<file path="config.mk">
export PLATFORM = sky130hd
export DESIGN_NAME = clock_hms_counter_flat
export DESIGN_NICKNAME = d
export VERILOG_FILES = /design/src/rtl/clock_hms_counter_pkg.sv /design/src/rtl/clock_hms_counter_if.sv /design/src/rtl/clock_hms_counter_bcd_digit.sv /design/src/rtl/clock_hms_counter.sv /design/src/flat_wrapper.sv
export SDC_FILE = /design/constraint.sdc
export NUM_CORES = 1
export LEC_CHECK = 0
export CAP_MARGIN = 15
export CORE_MARGIN = 3
export CORE_UTILIZATION = 40
export CTS_CLUSTER_SIZE = 30
export DETAILED_ROUTE_END_ITERATION = 8
export HOLD_SLACK_MARGIN = 0.06
export PLACE_DENSITY = 0.66
export SLEW_MARGIN = 0
export SYNTH_ARGS = -nofsm -noshare
export SYNTH_HDL_FRONTEND = slang
export SYNTH_SLANG_ARGS = --single-unit
</file>
<file path="constraint.sdc">
create_clock -name clk -period 2.5 [get_ports clk]
set_input_delay 0.375 -clock clk [delete_from_list [all_inputs] [get_ports clk]]
set_output_delay 0.375 -clock clk [all_outputs]
set_load 0.02 [all_outputs]
</file>
<file path="src/rtl/clock_hms_counter_pkg.sv">
// ---------------------------------------------------------------------------
// clock_pkg
//   Constants and small helpers shared by the HH:MM:SS time-of-day counter.
//   DIGIT_W          : width of one BCD digit
//   SEC_TENS_MAX     : largest tens digit for seconds/minutes
//   ONES_MAX         : largest ones digit
//   MAX_HOUR_DEFAULT : default last hour before wrapping to 00 (24 h clock)
// ---------------------------------------------------------------------------
package clock_pkg;

    localparam int DIGIT_W          = 4;
    localparam int SEC_TENS_MAX     = 5;
    localparam int ONES_MAX         = 9;
    localparam int MAX_HOUR_DEFAULT = 23;

    typedef logic [DIGIT_W-1:0] bcd_t;

    // Tens digit of a small decimal constant, as a BCD digit.
    function automatic bcd_t tens_of(input int value);
        return bcd_t'(value / 10);
    endfunction

    // Ones digit of a small decimal constant, as a BCD digit.
    function automatic bcd_t ones_of(input int value);
        return bcd_t'(value % 10);
    endfunction

endpackage

</file>
<file path="src/rtl/clock_hms_counter_if.sv">
// ---------------------------------------------------------------------------
// clock_hms_if
//   Bundles the control inputs and time-of-day outputs of clock_hms_counter.
//   Controls : sec_in (1 Hz square wave), run, clr, inc_min, inc_hr
//   Time     : hr_t/hr_o, min_t/min_o, sec_t/sec_o (BCD digits)
//   Pulses   : tick (one per sec_in rising edge), day_roll (midnight wrap)
//   master drives the controls and reads the time; slave is the counter.
// ---------------------------------------------------------------------------
interface clock_hms_if;
    import clock_pkg::*;

    logic sec_in;
    logic run;
    logic clr;
    logic inc_min;
    logic inc_hr;

    bcd_t hr_t;
    bcd_t hr_o;
    bcd_t min_t;
    bcd_t min_o;
    bcd_t sec_t;
    bcd_t sec_o;
    logic tick;
    logic day_roll;

    modport master (
        output sec_in, run, clr, inc_min, inc_hr,
        input  hr_t, hr_o, min_t, min_o, sec_t, sec_o, tick, day_roll
    );

    modport slave (
        input  sec_in, run, clr, inc_min, inc_hr,
        output hr_t, hr_o, min_t, min_o, sec_t, sec_o, tick, day_roll
    );

endinterface

</file>
<file path="src/rtl/clock_hms_counter_bcd_digit.sv">
// ---------------------------------------------------------------------------
// bcd_digit
//   One registered BCD digit counting 0 .. MODULUS-1.
//   clk, reset : clock, asynchronous active-low reset
//   inc        : advance by one this cycle
//   clr        : synchronous clear to 0 (wins over inc)
//   wrap       : when incrementing, go to 0 regardless of value, no carry
//   value      : current digit (register)
//   carry      : combinational; high when this increment wraps naturally
// ---------------------------------------------------------------------------
module bcd_digit
    import clock_pkg::*;
#(
    parameter int MODULUS = ONES_MAX + 1
) (
    input  logic clk,
    input  logic reset,
    input  logic inc,
    input  logic clr,
    input  logic wrap,
    output bcd_t value,
    output logic carry
);

    localparam bcd_t TOP = bcd_t'(MODULUS - 1);

    bcd_t value_reg;

    always_ff @(posedge clk or negedge reset) begin
        if (!reset) begin
            value_reg <= '0;
        end else if (clr) begin
            value_reg <= '0;
        end else if (inc) begin
            if (wrap || value_reg == TOP) begin
                value_reg <= '0;
            end else begin
                value_reg <= value_reg + bcd_t'(1);
            end
        end
    end

    assign value = value_reg;
    // A forced wrap belongs to a multi-digit compare in the parent, so the
    // parent handles that case itself; only a natural 9->0 / 5->0 carries.
    assign carry = inc & ~clr & ~wrap & (value_reg == TOP);

endmodule

</file>
<file path="src/rtl/clock_hms_counter.sv">
// ---------------------------------------------------------------------------
// clock_hms_counter
//   Time-of-day counter HH:MM:SS in BCD, fed by a 1 Hz square wave that is
//   already synchronous to clk.
//   clk      : system clock
//   reset    : asynchronous active-low reset
//   bus      : clock_hms_if.slave (controls in, BCD digits/pulses out)
//   MAX_HOUR : last hour before wrapping to 00 (1..23)
//   SEC_IN_INIT : reset value of the sec_in delay flop; 1 means a sec_in
//                 that is already high at reset release does not tick.
// Priority per cycle: clr, then inc_min/inc_hr, then counting a second.
// tick follows every sec_in rising edge whatever run/clr/inc are doing.
// ---------------------------------------------------------------------------
module clock_hms_counter
    import clock_pkg::*;
#(
    parameter int MAX_HOUR    = MAX_HOUR_DEFAULT,
    parameter bit SEC_IN_INIT = 1'b1
) (
    input  logic        clk,
    input  logic        reset,
    clock_hms_if.slave  bus
);

    localparam bcd_t HR_T_MAX = tens_of(MAX_HOUR);
    localparam bcd_t HR_O_MAX = ones_of(MAX_HOUR);

    // Digit index map for the generated digit array.
    localparam int D_SEC_O = 0;
    localparam int D_SEC_T = 1;
    localparam int D_MIN_O = 2;
    localparam int D_MIN_T = 3;
    localparam int D_HR_O  = 4;
    localparam int N_DIG   = 5;

    logic sec_d_reg;
    logic tick_reg;
    logic day_roll_reg;
    bcd_t hr_t_reg;

    logic sec_edge;
    logic set_active;
    logic count_sec;
    logic min_carry_to_hr;
    logic hr_inc;
    logic hr_at_max;

    bcd_t digit_val   [N_DIG];
    logic digit_inc   [N_DIG];
    logic digit_clr   [N_DIG];
    logic digit_wrap  [N_DIG];
    logic digit_carry [N_DIG];

    // ------------------------------------------------------------------
    // Rising-edge detect on the 1 Hz input
    // ------------------------------------------------------------------
    assign sec_edge   = bus.sec_in & ~sec_d_reg;
    assign set_active = bus.inc_min | bus.inc_hr;
    // A second that coincides with clr or a set pulse is not counted.
    assign count_sec  = sec_edge & bus.run & ~bus.clr & ~set_active;

    always_ff @(posedge clk or negedge reset) begin
        if (!reset) begin
            sec_d_reg <= SEC_IN_INIT;
            tick_reg  <= 1'b0;
        end else begin
            sec_d_reg <= bus.sec_in;
            tick_reg  <= sec_edge;
        end
    end

    // ------------------------------------------------------------------
    // Carry chain wiring
    // ------------------------------------------------------------------
    // Setting minutes never ripples into hours: the minute that wraps
    // 59 -> 00 under inc_min is a set, not elapsed time.
    assign min_carry_to_hr = digit_carry[D_MIN_T] & ~bus.inc_min;
    assign hr_inc          = min_carry_to_hr | bus.inc_hr;
    assign hr_at_max       = (hr_t_reg == HR_T_MAX) && (digit_val[D_HR_O] == HR_O_MAX);

    always_comb begin
        for (int i = 0; i < N_DIG; i++) begin
            digit_inc[i]  = 1'b0;
            digit_clr[i]  = bus.clr;
            digit_wrap[i] = 1'b0;
        end
        digit_inc[D_SEC_O]  = count_sec;
        digit_inc[D_SEC_T]  = digit_carry[D_SEC_O];
        // inc_min zeroes the seconds so a freshly set minute starts clean.
        digit_clr[D_SEC_O]  = bus.clr | bus.inc_min;
        digit_clr[D_SEC_T]  = bus.clr | bus.inc_min;
        digit_inc[D_MIN_O]  = digit_carry[D_SEC_T] | bus.inc_min;
        digit_inc[D_MIN_T]  = digit_carry[D_MIN_O];
        digit_inc[D_HR_O]   = hr_inc;
        // The hour ones digit wraps to 0 at MAX_HOUR even mid-decade (e.g. 23).
        digit_wrap[D_HR_O]  = hr_at_max;
    end

    generate
        for (genvar gi = 0; gi < N_DIG; gi++) begin : g_digit
            localparam int MOD = (gi == D_SEC_T || gi == D_MIN_T)
                                 ? (SEC_TENS_MAX + 1) : (ONES_MAX + 1);
            bcd_digit #(
                .MODULUS (MOD)
            ) u_digit (
                .clk   (clk),
                .reset (reset),
                .inc   (digit_inc[gi]),
                .clr   (digit_clr[gi]),
                .wrap  (digit_wrap[gi]),
                .value (digit_val[gi]),
                .carry (digit_carry[gi])
            );
        end
    endgenerate

    // ------------------------------------------------------------------
    // Hours tens digit and the midnight wrap
    // ------------------------------------------------------------------
    always_ff @(posedge clk or negedge reset) begin
        if (!reset) begin
            hr_t_reg     <= '0;
            day_roll_reg <= 1'b0;
        end else begin
            if (bus.clr) begin
                hr_t_reg <= '0;
            end else if (hr_inc && hr_at_max) begin
                hr_t_reg <= '0;
            end else if (digit_carry[D_HR_O]) begin
                hr_t_reg <= hr_t_reg + bcd_t'(1);
            end
            // Only elapsed time rolls the day; setting hours past MAX does not.
            day_roll_reg <= min_carry_to_hr & hr_at_max & ~bus.clr;
        end
    end

    // ------------------------------------------------------------------
    // Outputs (all register-driven)
    // ------------------------------------------------------------------
    assign bus.sec_o    = digit_val[D_SEC_O];
    assign bus.sec_t    = digit_val[D_SEC_T];
    assign bus.min_o    = digit_val[D_MIN_O];
    assign bus.min_t    = digit_val[D_MIN_T];
    assign bus.hr_o     = digit_val[D_HR_O];
    assign bus.hr_t     = hr_t_reg;
    assign bus.tick     = tick_reg;
    assign bus.day_roll = day_roll_reg;

endmodule

</file>
<file path="src/flat_wrapper.sv">
// flat-port wrapper written by rule: the top's interface ports become plain ports
module clock_hms_counter_flat import clock_pkg::*;
#(
    parameter int MAX_HOUR    = MAX_HOUR_DEFAULT,
    parameter bit SEC_IN_INIT = 1'b1
)
  (clk, reset, bus_sec_in, bus_run, bus_clr, bus_inc_min, bus_inc_hr, bus_hr_t, bus_hr_o, bus_min_t, bus_min_o, bus_sec_t, bus_sec_o, bus_tick, bus_day_roll);
  clock_hms_if bus_i ();
  input  logic clk;
  input  logic reset;
  input wire logic [$bits(bus_i.sec_in)-1:0] bus_sec_in;
  input wire logic [$bits(bus_i.run)-1:0] bus_run;
  input wire logic [$bits(bus_i.clr)-1:0] bus_clr;
  input wire logic [$bits(bus_i.inc_min)-1:0] bus_inc_min;
  input wire logic [$bits(bus_i.inc_hr)-1:0] bus_inc_hr;
  output wire logic [$bits(bus_i.hr_t)-1:0] bus_hr_t;
  output wire logic [$bits(bus_i.hr_o)-1:0] bus_hr_o;
  output wire logic [$bits(bus_i.min_t)-1:0] bus_min_t;
  output wire logic [$bits(bus_i.min_o)-1:0] bus_min_o;
  output wire logic [$bits(bus_i.sec_t)-1:0] bus_sec_t;
  output wire logic [$bits(bus_i.sec_o)-1:0] bus_sec_o;
  output wire logic [$bits(bus_i.tick)-1:0] bus_tick;
  output wire logic [$bits(bus_i.day_roll)-1:0] bus_day_roll;
  assign bus_i.sec_in = bus_sec_in;
  assign bus_i.run = bus_run;
  assign bus_i.clr = bus_clr;
  assign bus_i.inc_min = bus_inc_min;
  assign bus_i.inc_hr = bus_inc_hr;
  assign bus_hr_t = bus_i.hr_t;
  assign bus_hr_o = bus_i.hr_o;
  assign bus_min_t = bus_i.min_t;
  assign bus_min_o = bus_i.min_o;
  assign bus_sec_t = bus_i.sec_t;
  assign bus_sec_o = bus_i.sec_o;
  assign bus_tick = bus_i.tick;
  assign bus_day_roll = bus_i.day_roll;
  clock_hms_counter #(.MAX_HOUR(MAX_HOUR), .SEC_IN_INIT(SEC_IN_INIT)) u_core (.clk(clk), .reset(reset), .bus(bus_i));
endmodule
</file>
==> impl.org <==
** Place
- Placed cell area :: 1910 um2
- At the end of routability-driven placement, the weighted congestion stood at 0.856.
- At the placement stage, the worst setup path has a slack of 0.176 ns.
- The number of placed instances, taps included, is 232.
- Post-DP HPWL :: 2420 um
- In this run the tool buffered the top-level ports with 32 buffer cells.

** Detailed routing
- Initial DRC Count :: 58
- In the final routed layout, each cell accounts on average for 13.2 um.
- Remaining routing DRC violations :: 0
- Via Count :: 1,257
- Antenna viol nets, final :: 0
- First-pass DRT Iterations :: 4
- Vias/cell :: 5.33
- For this block, the routed nets add up to 3110 um of wire.

** Synthesis
- Synth area leaders :: dfrtp_1, ha_1, xor2_1
- The synthesized design contains 27 register bits.
- Distinct cell type count of the synthesized netlist :: 45
- Cell count after synthesis :: 152
- During synthesis, Yosys emitted a total of 0 warnings.
- Of the synthesized area, sequential elements account for 44.8%.
- Proportion of netlist area held by the largest area contributor :: 43.1%
- Post-synth top area cell :: dfrtp_1
- In this run the cell area of the synthesized design comes to 1510 um2.
- Synthesis produced a netlist with a net count of 171.
- Dividing the synthesized area by the synthesized cell count gives 9.94 um2.

** Die
- Horiz. Die Dim :: 67.4 um
- The core region is 3490 um2.
- The die covers 4550 um2.
- From bottom edge to top edge, the die measures 67.4 um.
- Once the floorplan was initialized, standard cells occupied 43.2% of the core.
- Row generation in the floorplan step produced 21 rows.
- For this design the top-level I/O count stands at 33.

** Power
- The analysis attributes to cell leakage a power of 0.836 nW.
- The clock network burns 27.7% of the power.
- Dividing total power by cell area gives a power density of 450 nW/um2.
- Worst vdd ir :: 0.299 mV
- Cell internal power was estimated by the tool at 640 uW.
- Net switching is 27.2% of the power.
- Overall power consumption :: 880 uW
- Sw power :: 239 uW
- Combinational share of power :: 17.3%
- Sequential Power Share :: 55.0%

** Layout
- Cells fill 55.9% of the core in the end.
- Area of the multi-input gates :: 797 um2
- After the last flow step, the layout net total stands at 210.
- Fill cells in the final layout number 323.
- The number of antenna diodes in the final layout is 0.
- Cell Count, Final, Fillers Out :: 236
- Final Cell Area :: 1950 um2
- Layout overhead on the synthesized area :: 29.4%
- Ratio of cells with drive above 1 in the final layout :: 10.0%
- Flip-flop count of the largest register after layout :: 20
- FF/Latch Area :: 677 um2

** Worst setup path
- For the worst setup path, the data arrival time is 2.35 ns.
- Type of element launching the critical path :: flop
- STA puts the critical path data required time at 2.71 ns.
- Crit-path slowest cell :: dfrtp_1
- Walking the worst path, the cells encountered are inv_1 -> ha_1 -> nor4b_1 -> a211oi_1 -> a211o_1 -> or4_1 -> nand3_1.
- Of all nets on the critical path, the largest fanout is 6.
- STA classifies the critical path endpoint as a flop.
- The critical path is of the flop to flop type.
- On the worst path, the slowest cell contributes a delay of 0.45 ns.

** Timing
- Setup repair after global routing missed its margin :: no
- After layout, the minimum clock period comes to 2.13 ns.
- Of the available clock period, the critical path in the final layout requires 85.3%.
- Worst Tran Pin Value :: 0.571 ns
- In this run the tightest slew margin relative to its limit is 61.4%.
- For this run, the top clock speed supported by timing is 0.469 GHz.
- Setup slack closes at 0.366 ns.
- Final-report max-slew violation count :: 0
- Worst slack on hold paths :: 0.473 ns
- Setup TNS :: 0 ns
- Worst clock skew :: 0.00641 ns
- Setup violations remaining at the end of the flow were counted as 0.
- Number of hold-slack violations in the final timing report :: 0

** Global routing
- Global routing used 15.9% of the available tracks.
- The number of antenna violations at the first check in global routing is 0.
- Via count of the first global-routing pass :: 1,226
- Entering global routing, the biggest net connects 28 pins.
- Congestion Overflow GR :: 0
- The first global-routing pass estimated 5450 um of wire.

** Clocking
- Root buffer cell :: clkbuf_8
- Number of cells upsized or downsized after cts :: 0
- The clock passes through at most 2 buffers.
- Number of sinks on the clock net :: 27
- Max H-tree Level :: 1
- Clock-pin slew was measured on the worst setup and hold paths at 0.09 ns.
- Post-CTS Hold Fix Bufs :: 0
- Once the clock tree was built, the setup fixing pass inserted 0 buffers.
- Clock latency on the worst-skew pair, taken at its later pin, is 0.27 ns.
- Number of clock buffers inserted by TritonCTS :: 3
- CTS tree :: built

** Hold path
- Hold/Removal Path Class :: primary input to async pin

** Outcome
- The run finished with clean final reports.

** Flow run
- The tool flagged a number of max-cap violations equal to 0.
==> routing by layer <==
metal  vias up  global-route usage [%]  part of all wire (%)
met5         -                       0                     0
met4         0                    6.33                   1.1
met3         4                    3.66                   4.6
met2        25                    26.3                    46
met1       602                    20.0                    48
li1        626                       -                     -
==> power by group through the flow <==
stage / logic, mW / registers [mW] / clock network (mW)
final: 0.152 / 0.484 / 0.244
after global placement: 0.151 / 0.491 / 0
after floorplan: 0.0519 / 0.512 / 0
after global routing: 0.170 / 0.489 / 0.274
after CTS: 0.155 / 0.484 / 0.255
after detailed placement: 0.154 / 0.493 / 0
==> synthesized netlist by cell type (all sizes together) <==
cell / number
o211ai: 1
or3b: 1
and3b: 5
o21bai: 2
a41oi: 1
nand4: 3
a211oi: 1
a31o: 1
o21ai: 9
a21oi: 5
mux2i: 1
or4: 1
a311oi: 1
nand3: 8
o311ai: 1
nor3b: 1
ha: 12
a211o: 2
nand3b: 1
or2: 2
o32ai: 1
nand2b: 2
inv: 7
and2b: 1
nor3: 10
or3: 2
and4bb: 1
and4: 1
nor4b: 1
nand2: 12
nor2: 12
dfstp: 1
dfrtp: 26
xor2: 7
and2: 1
buf: 1
o2bb2ai: 1
a21o: 2
clkbuf: 1
nor2b: 1
mux2: 1
o21a: 1
==> worst paths after layout <==
check,start,slack [ns],to,cells after the start
max,u_core.bus.hr_t[0],0.37,u_core.bus.hr_t[3],7
min,reset,0.47,u_core.g_digit[4].u_digit.value[1],2
max reg2reg,u_core.bus.hr_t[0],0.37,u_core.bus.hr_t[3],7
min reg2reg,u_core.sec_d_reg,0.51,u_core.bus.tick,1
max in group asynchronous,reset,1.72,u_core.sec_d_reg,2
min in group clk,u_core.sec_d_reg,0.51,u_core.bus.tick,1
==> critical path, delay by kind of cell (launching register included) <==
family	cells	cell delay [ns]
DFF	1	0.45
and+or+nand+nor	3	0.92
AOI/OAI and AO/OA	2	0.49
buffers and inverters	1	0.09
adders and majority gates	1	0.14
==> logic make-up (layout without fill, tap and decap cells) <==
family,count (synthesis),in the layout,share of synthesized area (%)
compound gates,29,29,13.0
xor+xnor,7,7,4.06
fa+ha+maj,12,12,9.94
buf+inv,9,47,2.40
flops,27,27,44.8
mux,2,2,1.41
simple gates,66,66,24.4
==> placed cells by master (no fill, tap or decap), types with 2 or more instances in the layout <==
cell	count
and3b_2	4
or3_1	2
a211o_1	2
o21ai_0	8
nor3_1	10
xor2_1	7
nand2b_1	2
o21bai_1	2
nand3_1	8
buf_4	4
ha_1	12
a21oi_1	5
nor2_1	12
a21o_1	2
nand2_1	12
dfrtp_1	26
nand4_1	3
clkdlybuf4s50_1	32
inv_1	7
clkbuf_8	3
==> cell type report <==
| class | instances | share of cell area [%] |
|---|---|---|
| clock buffer | 3 | 2.11 |
| clock inverter | 1 | 0.256 |
| inverter | 7 | 1.34 |
| multi-input combinational | 116 | 40.8 |
| sequential | 27 | 34.6 |
| tap | 46 | 2.94 |
| timing repair buffer | 36 | 17.9 |
(Power assumes the default switching activity.)
